===== config.mk =====
export PLATFORM = sky130hd
export DESIGN_NAME = icache_op_engine_flat
export DESIGN_NICKNAME = d
export VERILOG_FILES = /design/src/rtl/icache_op_engine_pkg.sv /design/src/rtl/icache_op_engine_if.sv /design/src/rtl/icache_op_engine_tag_compare.sv /design/src/rtl/icache_op_engine.sv /design/src/flat_wrapper.sv
export SDC_FILE = /design/constraint.sdc
export NUM_CORES = 1
export LEC_CHECK = 0
export CAP_MARGIN = 20
export CORE_MARGIN = 4
export CORE_UTILIZATION = 63
export CTS_CLUSTER_SIZE = 24
export DETAILED_ROUTE_END_ITERATION = 7
export DONT_BUFFER_PORTS = 1
export PLACE_DENSITY = 0.86
export RECOVER_POWER = 50
export SLEW_MARGIN = 20
export SYNTH_ARGS = -nofsm -noshare
export SYNTH_HDL_FRONTEND = slang
export SYNTH_SLANG_ARGS = --single-unit

===== constraint.sdc =====
create_clock -name clock -period 2.12 [get_ports clock]
set_input_delay 0.318 -clock clock [delete_from_list [all_inputs] [get_ports clock]]
set_output_delay 0.318 -clock clock [all_outputs]
set_load 0.05 [all_outputs]

===== src/rtl/icache_op_engine_pkg.sv =====
// Shared definitions for the I-cache maintenance-op engine.
// Holds the op-code constants, the FSM state type and the tag-entry width helper.
package icache_op_engine_pkg;

    localparam int unsigned DEF_PABITS = 36;

    localparam logic [2:0] ICOP_IDX_INV   = 3'd0;
    localparam logic [2:0] ICOP_IDX_LDTAG = 3'd1;
    localparam logic [2:0] ICOP_IDX_STTAG = 3'd2;
    localparam logic [2:0] ICOP_HIT_INV   = 3'd4;

    typedef enum logic [2:0] {
        ST_IDLE,
        ST_WAIT,
        ST_READ,
        ST_EVAL,
        ST_WRITE,
        ST_DONE
    } state_t;

    // A tag-array entry is {valid, tag}, where the tag is PABITS-10 bits wide.
    function automatic int unsigned tag_entry_w(input int unsigned pabits);
        return pabits - 9;
    endfunction

endpackage


===== src/rtl/icache_op_engine_if.sv =====
// Cache-op request/response bundle between the first-fetch pipeline register
// and the cache-op engine.
//   master (fetch pipeline): drives F1_DoICacheOp, F1_ICacheOp, F1_ICacheOpData,
//                            F1_PC, F2_Flush; receives Op_Busy, Op_Done,
//                            TagLo_Data, TagLo_Valid.
//   slave  (op engine):      the reverse.
interface icache_op_engine_if
    import icache_op_engine_pkg::*;
#(
    parameter int unsigned PABITS = DEF_PABITS
);
    localparam int unsigned TAG_W = PABITS - 10;
    localparam int unsigned ENT_W = tag_entry_w(PABITS);

    logic             F1_DoICacheOp;
    logic [2:0]       F1_ICacheOp;
    logic [TAG_W-1:0] F1_ICacheOpData;
    logic [31:0]      F1_PC;
    logic             F2_Flush;
    logic             Op_Busy;
    logic             Op_Done;
    logic [ENT_W-1:0] TagLo_Data;
    logic             TagLo_Valid;

    modport master (
        output F1_DoICacheOp, F1_ICacheOp, F1_ICacheOpData, F1_PC, F2_Flush,
        input  Op_Busy, Op_Done, TagLo_Data, TagLo_Valid
    );

    modport slave (
        input  F1_DoICacheOp, F1_ICacheOp, F1_ICacheOpData, F1_PC, F2_Flush,
        output Op_Busy, Op_Done, TagLo_Data, TagLo_Valid
    );

endinterface


===== src/rtl/icache_op_engine_tag_compare.sv =====
// 2-way tag match for HitInvalidate.
//   rdata0/rdata1 : {valid, tag} read from each way
//   cmp_tag       : physical tag to compare
//   hit           : per-way hit vector (valid & tag equal)
module icache_tag_compare
    import icache_op_engine_pkg::*;
#(
    parameter int unsigned PABITS = DEF_PABITS,
    localparam int unsigned ENT_W = tag_entry_w(PABITS)
) (
    input  logic [ENT_W-1:0] rdata0,
    input  logic [ENT_W-1:0] rdata1,
    input  logic [ENT_W-2:0] cmp_tag,
    output logic [1:0]       hit
);

    always_comb begin
        hit[0] = rdata0[ENT_W-1] && (rdata0[ENT_W-2:0] == cmp_tag);
        hit[1] = rdata1[ENT_W-1] && (rdata1[ENT_W-2:0] == cmp_tag);
    end

endmodule


===== src/rtl/icache_op_engine.sv =====
// I-cache maintenance-op engine (second fetch stage).
// Accepts a cache op from the F1 register, sequences it against the tag array
// and stalls fetch until the op retires.
//   clock, reset           : clock, synchronous active-low reset
//   op (slave)             : op request bundle, stall, retire and TagLo result
//   Fill_Busy              : refill controller owns the tag array
//   Tag_Addr/WE/WData      : tag array index, per-way write enable, {valid, tag}
//   Tag_RData0/Tag_RData1  : per-way {valid, tag}, one cycle after Tag_Addr
module icache_op_engine
    import icache_op_engine_pkg::*;
#(
    parameter int unsigned PABITS     = DEF_PABITS,
    parameter int unsigned INDEX_BITS = 8,
    parameter int unsigned WAY_BIT    = 13,
    localparam int unsigned TAG_W     = PABITS - 10,
    localparam int unsigned ENT_W     = tag_entry_w(PABITS)
) (
    input  logic                  clock,
    input  logic                  reset,
    icache_op_engine_if.slave     op,
    input  logic                  Fill_Busy,
    output logic [INDEX_BITS-1:0] Tag_Addr,
    output logic [1:0]            Tag_WE,
    output logic [ENT_W-1:0]      Tag_WData,
    input  logic [ENT_W-1:0]      Tag_RData0,
    input  logic [ENT_W-1:0]      Tag_RData1
);

    state_t                state_q, state_d;
    logic [2:0]            op_q;
    logic [INDEX_BITS-1:0] idx_q;
    logic                  way_q;
    logic [TAG_W-1:0]      data_q;
    logic [1:0]            hit_q;
    logic [ENT_W-1:0]      taglo_q;
    logic [1:0]            hit;
    logic                  accept;
    logic                  unused_pc;

    // Only index and way bits of the PC matter here.
    assign unused_pc = ^op.F1_PC;

    assign accept = (state_q == ST_IDLE) && op.F1_DoICacheOp && !op.F2_Flush;

    icache_tag_compare #(.PABITS(PABITS)) u_cmp (
        .rdata0  (Tag_RData0),
        .rdata1  (Tag_RData1),
        .cmp_tag (data_q),
        .hit     (hit)
    );

    always_ff @(posedge clock) begin
        if (!reset) begin
            state_q <= ST_IDLE;
            op_q    <= '0;
            idx_q   <= '0;
            way_q   <= 1'b0;
            data_q  <= '0;
            hit_q   <= '0;
            taglo_q <= '0;
        end else begin
            state_q <= state_d;
            if (accept) begin
                op_q   <= op.F1_ICacheOp;
                idx_q  <= op.F1_PC[INDEX_BITS+4:5];
                way_q  <= op.F1_PC[WAY_BIT];
                data_q <= op.F1_ICacheOpData;
            end
            if (state_q == ST_EVAL) begin
                hit_q <= hit;
                if (op_q == ICOP_IDX_LDTAG)
                    taglo_q <= way_q ? Tag_RData1 : Tag_RData0;
            end
        end
    end

    always_comb begin
        state_d   = state_q;
        Tag_WE    = '0;
        Tag_WData = '0;
        case (state_q)
            ST_IDLE: if (accept) state_d = ST_WAIT;
            ST_WAIT: begin
                if (!Fill_Busy) begin
                    case (op_q)
                        ICOP_IDX_LDTAG, ICOP_HIT_INV: state_d = ST_READ;
                        ICOP_IDX_INV, ICOP_IDX_STTAG: state_d = ST_WRITE;
                        default:                      state_d = ST_DONE;
                    endcase
                end
            end
            ST_READ: state_d = ST_EVAL;
            ST_EVAL: begin
                if (op_q == ICOP_HIT_INV && hit != 2'b00)
                    state_d = ST_WRITE;
                else
                    state_d = ST_DONE;
            end
            ST_WRITE: begin
                // HitInvalidate clears every hitting way; index ops use the PC way.
                if (op_q == ICOP_HIT_INV)
                    Tag_WE = hit_q;
                else
                    Tag_WE = way_q ? 2'b10 : 2'b01;
                if (op_q == ICOP_IDX_STTAG)
                    Tag_WData = {1'b1, data_q};
                state_d = ST_DONE;
            end
            ST_DONE: state_d = ST_IDLE;
            default: state_d = ST_IDLE;
        endcase
    end

    assign Tag_Addr       = idx_q;
    assign op.Op_Busy     = accept || !(state_q == ST_IDLE || state_q == ST_DONE);
    assign op.Op_Done     = (state_q == ST_DONE);
    assign op.TagLo_Valid = (state_q == ST_DONE) && (op_q == ICOP_IDX_LDTAG);
    assign op.TagLo_Data  = taglo_q;

endmodule


===== src/flat_wrapper.sv =====
// flat-port wrapper written by rule: the top's interface ports become plain ports
module icache_op_engine_flat import icache_op_engine_pkg::*;
#(
    parameter int unsigned PABITS     = DEF_PABITS,
    parameter int unsigned INDEX_BITS = 8,
    parameter int unsigned WAY_BIT    = 13,
    localparam int unsigned TAG_W     = PABITS - 10,
    localparam int unsigned ENT_W     = tag_entry_w(PABITS)
)
  (clock, reset, Fill_Busy, Tag_Addr, Tag_WE, Tag_WData, Tag_RData0, Tag_RData1, op_F1_DoICacheOp, op_F1_ICacheOp, op_F1_ICacheOpData, op_F1_PC, op_F2_Flush, op_Op_Busy, op_Op_Done, op_TagLo_Data, op_TagLo_Valid);
  icache_op_engine_if #(.PABITS(PABITS)) op_i ();
  input  logic clock;
  input  logic reset;
  input  logic Fill_Busy;
  output logic [INDEX_BITS-1:0] Tag_Addr;
  output logic [1:0] Tag_WE;
  output logic [ENT_W-1:0] Tag_WData;
  input  logic [ENT_W-1:0] Tag_RData0;
  input  logic [ENT_W-1:0] Tag_RData1;
  input wire logic [$bits(op_i.F1_DoICacheOp)-1:0] op_F1_DoICacheOp;
  input wire logic [$bits(op_i.F1_ICacheOp)-1:0] op_F1_ICacheOp;
  input wire logic [$bits(op_i.F1_ICacheOpData)-1:0] op_F1_ICacheOpData;
  input wire logic [$bits(op_i.F1_PC)-1:0] op_F1_PC;
  input wire logic [$bits(op_i.F2_Flush)-1:0] op_F2_Flush;
  output wire logic [$bits(op_i.Op_Busy)-1:0] op_Op_Busy;
  output wire logic [$bits(op_i.Op_Done)-1:0] op_Op_Done;
  output wire logic [$bits(op_i.TagLo_Data)-1:0] op_TagLo_Data;
  output wire logic [$bits(op_i.TagLo_Valid)-1:0] op_TagLo_Valid;
  assign op_i.F1_DoICacheOp = op_F1_DoICacheOp;
  assign op_i.F1_ICacheOp = op_F1_ICacheOp;
  assign op_i.F1_ICacheOpData = op_F1_ICacheOpData;
  assign op_i.F1_PC = op_F1_PC;
  assign op_i.F2_Flush = op_F2_Flush;
  assign op_Op_Busy = op_i.Op_Busy;
  assign op_Op_Done = op_i.Op_Done;
  assign op_TagLo_Data = op_i.TagLo_Data;
  assign op_TagLo_Valid = op_i.TagLo_Valid;
  icache_op_engine #(.PABITS(PABITS), .INDEX_BITS(INDEX_BITS), .WAY_BIT(WAY_BIT)) u_core (.clock(clock), .reset(reset), .op(op_i), .Fill_Busy(Fill_Busy), .Tag_Addr(Tag_Addr), .Tag_WE(Tag_WE), .Tag_WData(Tag_WData), .Tag_RData0(Tag_RData0), .Tag_RData1(Tag_RData1));
endmodule

==> impl_metrics.ini <==
[sta]
tns_ns = 0
finalSetupViolations = 0
max_freq_mhz = 475.4
worstMarginPinSlew_ns = 0.5841
skew_ns = 0.006475
finalHoldViolations = 0
rsz0062_at_grt = true
post-route-min-period_ns = 2.103
timing.slew.headroom_pct = 61.01
period_share_pct = 99.22
slew_viol_final = 0

[route]
drc = 0
dr_total_vias = 3238
viasPerCell = 6.007
dr.pass1.iters = 5
drt_wl_total_microns = 11140
wl_per_cell_microns = 20.66
ant_nets = 0
drt-initial-drc-count = 146

[placed_design]
hpwl_microns = 8123
io_buffers = 0
place_area_sq_um = 4299
dp_cells = 518
gp_congestion = 0.9052

[critical_path]
start_kind = flop
crit_type = reg2out
cp-end-kind = output port
worst_path_max_delay_cell = dfxtp_1
worstPathMaxFanout = 8
slowest_delay_ns = 0.31
cp_data_required_time_ns = 1.80
r2r_cells = 5
cp.arrival_ns = 1.79
path_cells = and2b_2, nand2b_4, nor4b_4, buf_6, buf_8, and2_4, buf_12

[cells_and_area]
drive_gt1_share_pct = 19.83
utilization_pct = 77.49
nets = 579
area_delta_synth_final_pct = 19.95
design_area_sq_um = 4588
diodes = 0
nFillCells = 404
finalNonFillerCells = 539

[synthesis]
synth_seq_cells = 70
synth_nets = 556
syn_avg_cell_area_sq_um = 8.773
synth_edf_count = 0
synth_top_cell_area_share_pct = 36.64
yosysMostFrequentCell = nand2_1
yosysWarnings = 0
syn_area_sq_um = 3825
synth_commonest_cells = nand2_1 (107), dfxtp_1 (70), xnor2_1 (42)
yosys-top-cells-area = dfxtp_1 (37%), nand2_1 (11%), xnor2_1 (9.6%)
synthCells = 436
synth.distinct_cells = 36
async_reset_ff_share_pct = 0
synth-seq-area-share_pct = 36.64
yosys_most_used_dff = dfxtp_1
yosys.area.top_type = dfxtp_1

[grt]
grt_overflow = 0
grt_max_degree = 70
grt_pass1_vias = 3340
grt_pass1_wl_microns = 17210
grt_usage_pct = 30.02
antenna_found_initial = 0

[floorplan]
die_area_sq_um = 7382
start_util_pct = 64.60
boundaryPins = 187
dieWidth_microns = 85.92
die_h_microns = 85.92
rows = 28
coreArea_sq_um = 5921

[cts]
clkSinkCount = 70
clk_path_buf_depth = 2
root_buffer = clkbuf_8
worst_skew_pair.late_latency_ns = 0.36
numCtsBuffers = 9
path_clk_slew_ns = 0.08
cts_tree = yes
h-tree-depth = 3

[hold_path]
hp-class = in2reg
whs_path_depth = 2

[power]
powerDensity_nw_per_um2 = 604.8
ir_drop_mv = 0.5428
p_leak_uw = 0.001939
fin_total_pwr_uw = 2775

[outcome]
status = finished clean

[run]
maxCapViolCount = 0
-- report_power, final --
part	switching [uW]	internal [uW]
Clock	523	449
Sequential	94.0	1360
Combinational	182	167
-- final timing paths --
| path | from | end | slack, ns |
|---|---|---|---|
| hold / removal | op_F1_ICacheOpData[9] | u_core.data_q[9] | 0.09 |
| setup / recovery | u_core.state_q[1] | Tag_WData[17] | 0.02 |
| hold reg to reg | u_core.data_q[21] | u_core.data_q[21] | 0.53 |
| setup reg to reg | u_core.state_q[2] | u_core.data_q[0] | 0.15 |
-- repair_timing --
action	4_1_cts	5_1_grt
cloned	1	1
hold buffers	0	0
buffers inserted	2	1
gates resized for setup	24	14
setup endpoints to repair	28	28
pin swaps	1	0
-- state kept, by name, summed over array words and instances (netlist names) --
register / count
u_core.state_q: 3
u_core.way_q: 1
u_core.op.TagLo_Data: 27
u_core.op_q: 3
u_core.Tag_Addr: 8
u_core.data_q: 26
u_core.hit_q: 2
-- logic make-up after synthesis --
group,after synthesis,share of synthesized area (%)
buffers and inverters,32,4.743
AOI/OAI and AO/OA,79,16.65
xor gates and xnor gates,53,12.14
and+or+nand+nor,174,22.51
muxes,28,7.327
DFF,70,36.64
-- routing by layer --
metal / up-vias / routed length [microns] / GRT usage (%)
met3: 40 / 1008 / 8.838
li1: 1523 / - / -
met1: 1506 / 4215 / 35.04
met5: - / 0 / 0
met2: 169 / 5425 / 49.40
met4: 0 / 487 / 15.97
-- metrics by stage --
step                      hold slack (ns)  setup WS, ns
after floorplan                    0.4528       -0.3304
after global placement             0.4517        0.2668
after detailed placement           0.4587        0.2399
after CTS                         0.08286      -0.01708
after global routing              0.08793      -0.03532
final                             0.09044       0.01653
-- placed cells by master, fill, tap and decap left out, types with 4 or more instances in the layout --
master and n:
and2_4 26, o21ai_0 5, a21boi_0 37, xor2_1 11, nor2_1 5, clkbuf_8 10, o211a_1 27, nand2_1 107
buf_6 4, nand4_1 11, nor3_1 4, xnor2_1 42, a21oi_1 4, buf_4 13, mux2i_1 28, dfxtp_1 68
nor4_1 4, buf_12 20
-- layout make-up --
class / instances / area [sq um] / area share (%)
Sequential cell: 70 / 1404 / 30.60
Tap cell: 75 / 93.84 / 2.045
Inverter: 3 / 11.26 / 0.2454
Clock buffer: 10 / 137.6 / 3.000
Clock inverter: 6 / 37.54 / 0.8181
Multi-Input combinational cell: 334 / 2333 / 50.86
Timing Repair Buffer: 41 / 570.5 / 12.44
-- critical path, delay by kind of cell (launching register included) --
kind / cells / cell delay [ns]
buf+inv: 3 / 0.42
flops: 1 / 0.31
simple gates: 4 / 0.69
(Power assumes the default switching activity.)
